===== src/rtl/fsm_state_register_param.sv =====
// Parametrised FSM state register: load enable, synchronous clear, illegal-state recovery,
// saturating dwell counter with timeout escape, and change/timeout pulses.
// Optional macro FSM_PREV_STATE_EN implements the prev_state register; otherwise it is a constant.
module fsm_state_register_param #(
  parameter int STATE_W     = 2,
  parameter int NUM_STATES  = 4,
  parameter int RESET_STATE = 0,
  parameter int DWELL_W     = 8
) (
  input  logic               clk,
  input  logic               rst,
  input  logic               en,
  input  logic               sync_clr,
  input  logic [STATE_W-1:0] next_state,
  input  logic [DWELL_W-1:0] timeout_limit,
  input  logic [STATE_W-1:0] timeout_state,
  output logic [STATE_W-1:0] current_state,
  output logic [STATE_W-1:0] prev_state,
  output logic [DWELL_W-1:0] dwell_cnt,
  output logic               state_changed,
  output logic               timeout,
  output logic               illegal_err
);

  // update | meaning
  // HOLD   | en low: everything holds, pulses clear
  // CLR    | sync_clr: back to RESET_STATE, error cleared
  // ILLEGAL| next_state out of range: recover to RESET_STATE, flag error
  // TIMEOUT| dwell reached limit while asked to stay: escape to timeout_state
  // LOAD   | legal new state
  // STAY   | same state, dwell counts up
  typedef enum logic [2:0] {
    UPD_HOLD,
    UPD_CLR,
    UPD_ILLEGAL,
    UPD_TIMEOUT,
    UPD_LOAD,
    UPD_STAY
  } upd_e;

  localparam logic [STATE_W-1:0] RST_S     = STATE_W'(RESET_STATE);
  localparam logic [STATE_W:0]   NUM_S     = (STATE_W+1)'(NUM_STATES);
  localparam logic [DWELL_W-1:0] DWELL_MAX = '1;

  upd_e               upd;
  logic               ns_legal;
  logic               ts_legal;
  logic               tmo_hit;
  logic [STATE_W-1:0] state_n;
  logic [DWELL_W-1:0] dwell_n;
  logic               ill_n;
  logic               tmo_n;
  logic               chg_n;

  assign ns_legal = ({1'b0, next_state} < NUM_S);
  assign ts_legal = ({1'b0, timeout_state} < NUM_S);

  // Equality, not >=: a limit lowered below the running count waits for re-entry.
  assign tmo_hit = (timeout_limit != '0) && (dwell_cnt == timeout_limit)
                   && (next_state == current_state);

  always_comb begin
    upd = UPD_HOLD;
    if (sync_clr)                       upd = UPD_CLR;
    else if (!en)                       upd = UPD_HOLD;
    else if (!ns_legal)                 upd = UPD_ILLEGAL;
    else if (tmo_hit)                   upd = UPD_TIMEOUT;
    else if (next_state != current_state) upd = UPD_LOAD;
    else                                upd = UPD_STAY;
  end

  always_comb begin
    state_n = current_state;
    dwell_n = dwell_cnt;
    ill_n   = illegal_err;
    tmo_n   = 1'b0;
    case (upd)
      UPD_CLR: begin
        state_n = RST_S;
        dwell_n = '0;
        ill_n   = 1'b0;
      end
      UPD_ILLEGAL: begin
        state_n = RST_S;
        dwell_n = '0;
        ill_n   = 1'b1;
      end
      UPD_TIMEOUT: begin
        dwell_n = '0;
        tmo_n   = 1'b1;
        if (ts_legal) begin
          state_n = timeout_state;
        end else begin
          state_n = RST_S;
          ill_n   = 1'b1;
        end
      end
      UPD_LOAD: begin
        state_n = next_state;
        dwell_n = '0;
      end
      UPD_STAY: begin
        if (dwell_cnt != DWELL_MAX) dwell_n = dwell_cnt + 1'b1;
      end
      default: begin
        state_n = current_state;
      end
    endcase
  end

  // A timeout back into the same state is not a change.
  assign chg_n = (state_n != current_state);

  always_ff @(posedge clk or negedge rst) begin
    if (!rst) begin
      current_state <= RST_S;
      dwell_cnt     <= '0;
      illegal_err   <= 1'b0;
      timeout       <= 1'b0;
      state_changed <= 1'b0;
    end else begin
      current_state <= state_n;
      dwell_cnt     <= dwell_n;
      illegal_err   <= ill_n;
      timeout       <= tmo_n;
      state_changed <= chg_n;
    end
  end

`ifdef FSM_PREV_STATE_EN
  always_ff @(posedge clk or negedge rst) begin
    if (!rst) begin
      prev_state <= RST_S;
    end else if (chg_n) begin
      prev_state <= current_state;
    end
  end
`else
  assign prev_state = RST_S;
`endif

endmodule


===== config.mk =====
export PLATFORM = sky130hd
export DESIGN_NAME = fsm_state_register_param
export DESIGN_NICKNAME = d
export VERILOG_FILES = /design/src/rtl/fsm_state_register_param.sv
export SDC_FILE = /design/constraint.sdc
export NUM_CORES = 1
export LEC_CHECK = 0
export ABC_AREA = 1
export CAP_MARGIN = 20
export CORE_AREA = 2 2 53 55
export DETAILED_ROUTE_END_ITERATION = 7
export DIE_AREA = 0 0 55 57
export PLACE_DENSITY_LB_ADDON = 0.25
export SLEW_MARGIN = 25
export SYNTH_ARGS = -nofsm -noshare
export SYNTH_HDL_FRONTEND = slang
export SYNTH_SLANG_ARGS = --single-unit

===== constraint.sdc =====
create_clock -name clk -period 1.5 [get_ports clk]
set_input_delay 0.45 -clock clk [delete_from_list [all_inputs] [get_ports clk]]
set_output_delay 0.45 -clock clk [all_outputs]
set_load 0.03 [all_outputs]

# == Word level (Yosys, flattened, before mapping) ==
# Index checks and enable logic that the tools add are counted.
# totals
regBits,13
in_bits,16
wordCells,34
# classes
add_sub_neg,1
eq_ne,11
mux,9
reduce_logical,8
# ops
cell,count
$pmux W8 S2,1
$mux W3,3
$add A8 B1 Y8 const B,1
$eq A8 B8 Y1,1
$mux W8,1
$ne A8 B8 Y1 const B,1
$reduce_bool A8 Y1,1
$eq A3 B2 Y1 const B,2
$eq A3 B3 Y1 const B,2
$pmux W2 S3,1
$ne A2 B2 Y1,2
$reduce_bool A2 Y1,2
$reduce_or A4 Y1,1
$eq A3 B1 Y1 const B,1
$eq A2 B2 Y1,1
$logic_and A1 B1 Y1,2
$mux W1,2
$ne A2 B2 Y1 const B,1
$pmux W1 S2,1
$reduce_and A2 Y1,1
$reduce_or A2 Y1,1

# == Depth between registers and ports, before layout ==
# logic_depth
ltp_word,10
mapped_depth,14

# == Worst setup path after synthesis ==
# No wires, ideal clock.
# synth_timing
path_type,reg2reg
from,reg dwell_cnt[0]
to,reg dwell_cnt[7]
setup_ns,0.120
t_arrival_ns,1.625
t_required_ns,1.380
path_slack_ns,-0.246
path_stages_with_launch,11
period_less_slack_ns,1.746
path_cell_list,dfrtp_1 ha_1 nand2_1 nor3_2 nand2_1 nor2_1 nand2_4 nand2_8 inv_8 nand2_2 o21ai_2
# synth_between
elab_chain_len,10
word_cells_on_any_way,19
cone_classes,1 x add/sub; 8 x eq/ne; 5 x mux; 5 x reduce/logical
# synth_lines
element,line_no,source
from (decl),19,"output logic [DWELL_W-1:0] dwell_cnt,"
from (signal assigned),123,dwell_cnt <= dwell_n;
$eq A8 B8 Y1,59,assign tmo_hit = (timeout_limit != '0) && (dwell_cnt == timeout_limit)
$logic_and A1 B1 Y1,59,
$logic_and A1 B1 Y1,60,&& (next_state == current_state);
$mux W3,67,else if (tmo_hit) upd = UPD_TIMEOUT;
$mux W3,65,else if (!en) upd = UPD_HOLD;
$mux W3,64,if (sync_clr) upd = UPD_CLR;
"$eq A3 B2 Y1, or another cell as far along",77,case (upd)
$reduce_or A4 Y1 (no source line),--,
$reduce_bool A2 Y1 (no source line),--,
$reduce_and A2 Y1 (no source line),--,
# Several ways; a longest one is shown, not always the timed one. The select of a mux whose other input is x is not followed.
# A chain may end at the register's enable or synchronous reset.

# == Worst setup path after layout ==
# layout_timing
from,in next_state[1]
to,reg timeout
# layout_between
elab_chain_len,7
word_cells_on_any_way,9
cone_classes,3 x eq/ne; 5 x mux; 1 x reduce/logical
# layout_lines
element,line_no,source
from (decl),14,"input logic [STATE_W-1:0] next_state,"
$ne A2 B2 Y1 / $eq A2 B2 Y1 (equally long branches),"68, 60",
$mux W1 / $logic_and A1 B1 Y1 (equally long branches),"68, 60",
$mux W3 *,67,
$mux W3 *,65,
$mux W3 *,64,
$eq A3 B2 Y1 *,77,
$mux W1 *,77,
via tmo_n,52,logic tmo_n;
to (signal assigned),125,timeout <= tmo_n;
to (decl),21,"output logic timeout,"
# Mark *: on every way through the listed nets, which the timed path passes. The rest lies on a longest branch.

==> results.md <==
- Status: finished, violations left
- Failing checks: negative setup slack
- Most frequent cells in the layout: 40 x nand2_1, 34 x buf_4, 18 x inv_1
- Number of hold violations in the final report: 0
- Final Cycle Share: 107%
- Initial DRT Pass Iterations: 5
- Antenna violations before repair: 0
- Initial drt markers: 13
- Placed Area: 1560 µm²
- PwrDens: 513 nW/µm²
- Worst Hold Class: in -> async
- M1 WL: 1260 µm
- Commonest non-fill, non-tap cell in the layout: nand2_1
- Slowest stage cell, crit path: dlygate4sd2_1
- GRT Total Usage: 20.0%
- Vias in the first global route: 1142
- Average wire per standard cell: 11.4 µm
- Final HPWL DP: 2080 µm
- Buffers on Ports: 28
- Layout Skew: 0.00119 ns
- Number of synthesis warnings: 0
- Avg Vias per Cell: 4.57
- Clock root buffer: clkbuf_4
- RSZ-0062 raised after global routing: yes
- Area of the die: 3140 µm²
- Worst r2r path cells: 10
- F_max: 625 MHz
- Tot Pwr: 0.886 mW
- Die width: 55 µm
- Post-layout min period: 1.60 ns
- Setup TNS: -0.662 ns
- Pre-CTS setup slack: -0.609 ns
- Nets: 239
- RePlAce Congestion: 0.814
- Wire length on met3: 99 µm
- Fill cell count: 225
- Met2 routed WL: 1500 µm
- LEAKAGE: 0.849 nW
- Clk slew on worst S/H paths: 0.09 ns
- Startpoint types: input pin
- Layout cells sized above 1: 48.4%
- Crit path DAT: 1.80 ns
- Worst Path Max Fanout: 4
- Num rows: 19
- DRC viols: 0
- Mapped Area: 1040 µm²
- Synthesis-to-finish area growth: 65.8%
- Crit Path Class: in -> reg
- Setup ws final: -0.100 ns
- Critical path cell sequence: dlygate4sd2_1 > inv_1 > nand2_1 > nand2_1 > nand2_4 > nor2_2 > nand3_2 > buf_4 > buf_6 > buf_4 > nor3_2
- I/O Pins: 31
- H-tree depth: 1
- Final setup viols: 11
- Flops & latches, synth: 13
- Core area: 2620 µm²
- Max-cap violations: 0
- Synth unique cells: 27
- Later-pin clock latency in the skew report: 0.28 ns
- Clock tree buffer depth: 2
- Required time worst endpoint: 1.70 ns
- Worst r2r dst: timeout$_DFF_PN0_
- DR top layer: met4
- Initial core utilization: 39.9%
- Final WL: 2890 µm
- Syn_area_per_cell: 6.72 µm²
- Sequential area share after synthesis: 31.2%
- Worst path max stage delay: 0.26 ns
- Die Height: 57 µm
- Post-CTS Hold Buffers: 0
- Peak supply drop: 390 µV
- CTS tree: built
- Total gr overflow: 0
- Number of buffers created by CTS: 3
- Synth Instances: 155
- Reg2reg setup slack: -0.10 ns
- Wire length of the first global-routing pass: 4640 µm
- Via count: 1152
- ANT nets after route: 0
- Design Area, Final: 1730 µm²
- ANT cells: 0
- RR Startpoint: current_state[1]$_DFF_PN0_
- CTS Sinks: 13
- Pins Over Slew Limit: 0
- Pin count of the biggest net entering global routing: 14
- CP Capture Type: register
[worst max-delay path: cells and delay by family]
| family | cells | cell delay [ns] |
|---|---|---|
| buf+inv | 5 | 0.69 |
| simple gates | 6 | 0.66 |
[registers in the layout (all words and copies together) (netlist names)]
| register | flops |
|---|---|
| current_state | 2 |
| dwell_cnt | 8 |
| illegal_err | 1 |
| state_changed | 1 |
| timeout | 1 |
[report_power, final]
group / internal (mW) / switching (mW) / leakage (nW)
Sequential: 0.364 / 0.00981 / 0.161
Clock: 0.103 / 0.129 / 0.0150
Combinational: 0.125 / 0.155 / 0.673
[cell type report]
cell class,count,area (µm²),area share (%)
Multi-Input combinational cell,113,674,39.0
Timing Repair Buffer,62,534,30.9
Sequential cell,13,338,19.6
Inverter,29,116,6.73
Tap cell,31,38.8,2.24
Clock buffer,4,26.3,1.52
[worst max path at each step]
| stage | from | end | slack [ns] |
|---|---|---|---|
| floorplan | dwell_cnt[0]$_DFFE_PN0P_ | dwell_cnt[7]$_DFFE_PN0P_ | -0.07 |
| global placement | timeout_limit[2] | dwell_cnt[7]$_DFFE_PN0P_ | -0.61 |
| detailed placement | timeout_limit[2] | dwell_cnt[7]$_DFFE_PN0P_ | -0.61 |
| CTS | dwell_cnt[5]$_DFFE_PN0P_ | dwell_cnt[7]$_DFFE_PN0P_ | -0.12 |
| global route | dwell_cnt[7]$_DFFE_PN0P_ | dwell_cnt[7]$_DFFE_PN0P_ | -0.18 |
| finish | next_state[1] | timeout$_DFF_PN0_ | -0.10 |
[Yosys cell counts (all sizes together)]
cell type / instances / share of area [%]
nor4: 1 / 1.2
conb: 1 / 0.36
clkinv: 1 / 0.36
nor2: 19 / 7.6
ha: 1 / 1.2
or2: 2 / 1.2
dfrtp: 13 / 31
nand4: 4 / 2.4
o21a: 1 / 0.72
nor3: 3 / 2.4
nand2: 55 / 24
nand3: 8 / 4.3
xor2: 5 / 4.2
xnor2: 2 / 1.7
buf: 2 / 1.4
o21ai: 9 / 5.4
inv: 28 / 11
[cells by family after synthesis]
logic type	share of synthesized area (%)
flip-flops	31.2
XOR/XNOR	5.88
buffers and inverters	12.6
other	0.360
AO/OA/AOI/OAI	6.12
adder cells (fa/ha/maj)	1.20
AND/OR/NAND/NOR	42.6
[metrics by stage]
| step | hold WS (ns) | cells | utilization (%) |
|---|---|---|---|
| floorplan | 0.154 | 156 | - |
| global placement | 0.481 | 240 | 59.7 |
| detailed placement | 0.486 | 240 | 59.7 |
| CTS | 0.473 | 252 | 64.3 |
| global route | 0.491 | 252 | 66.1 |
| finish | 0.465 | 252 | 66.1 |
[timing repair]
action	CTS	global route
setup buffers	7	1
gates resized for setup	31	24
setup endpoints to repair	15	18
hold endpoints to repair	0	0
gates cloned	1	0
pin swaps	18	13
[metal layers]
layer / track usage [%] / vias to the layer above
met4: 5.23 / 0
met5: 0 / -
met1: 23.9 / 520
met3: 2.36 / 4
met2: 36.6 / 23
li1: - / 605
No activity file was read; power rests on OpenSTA's default activity.
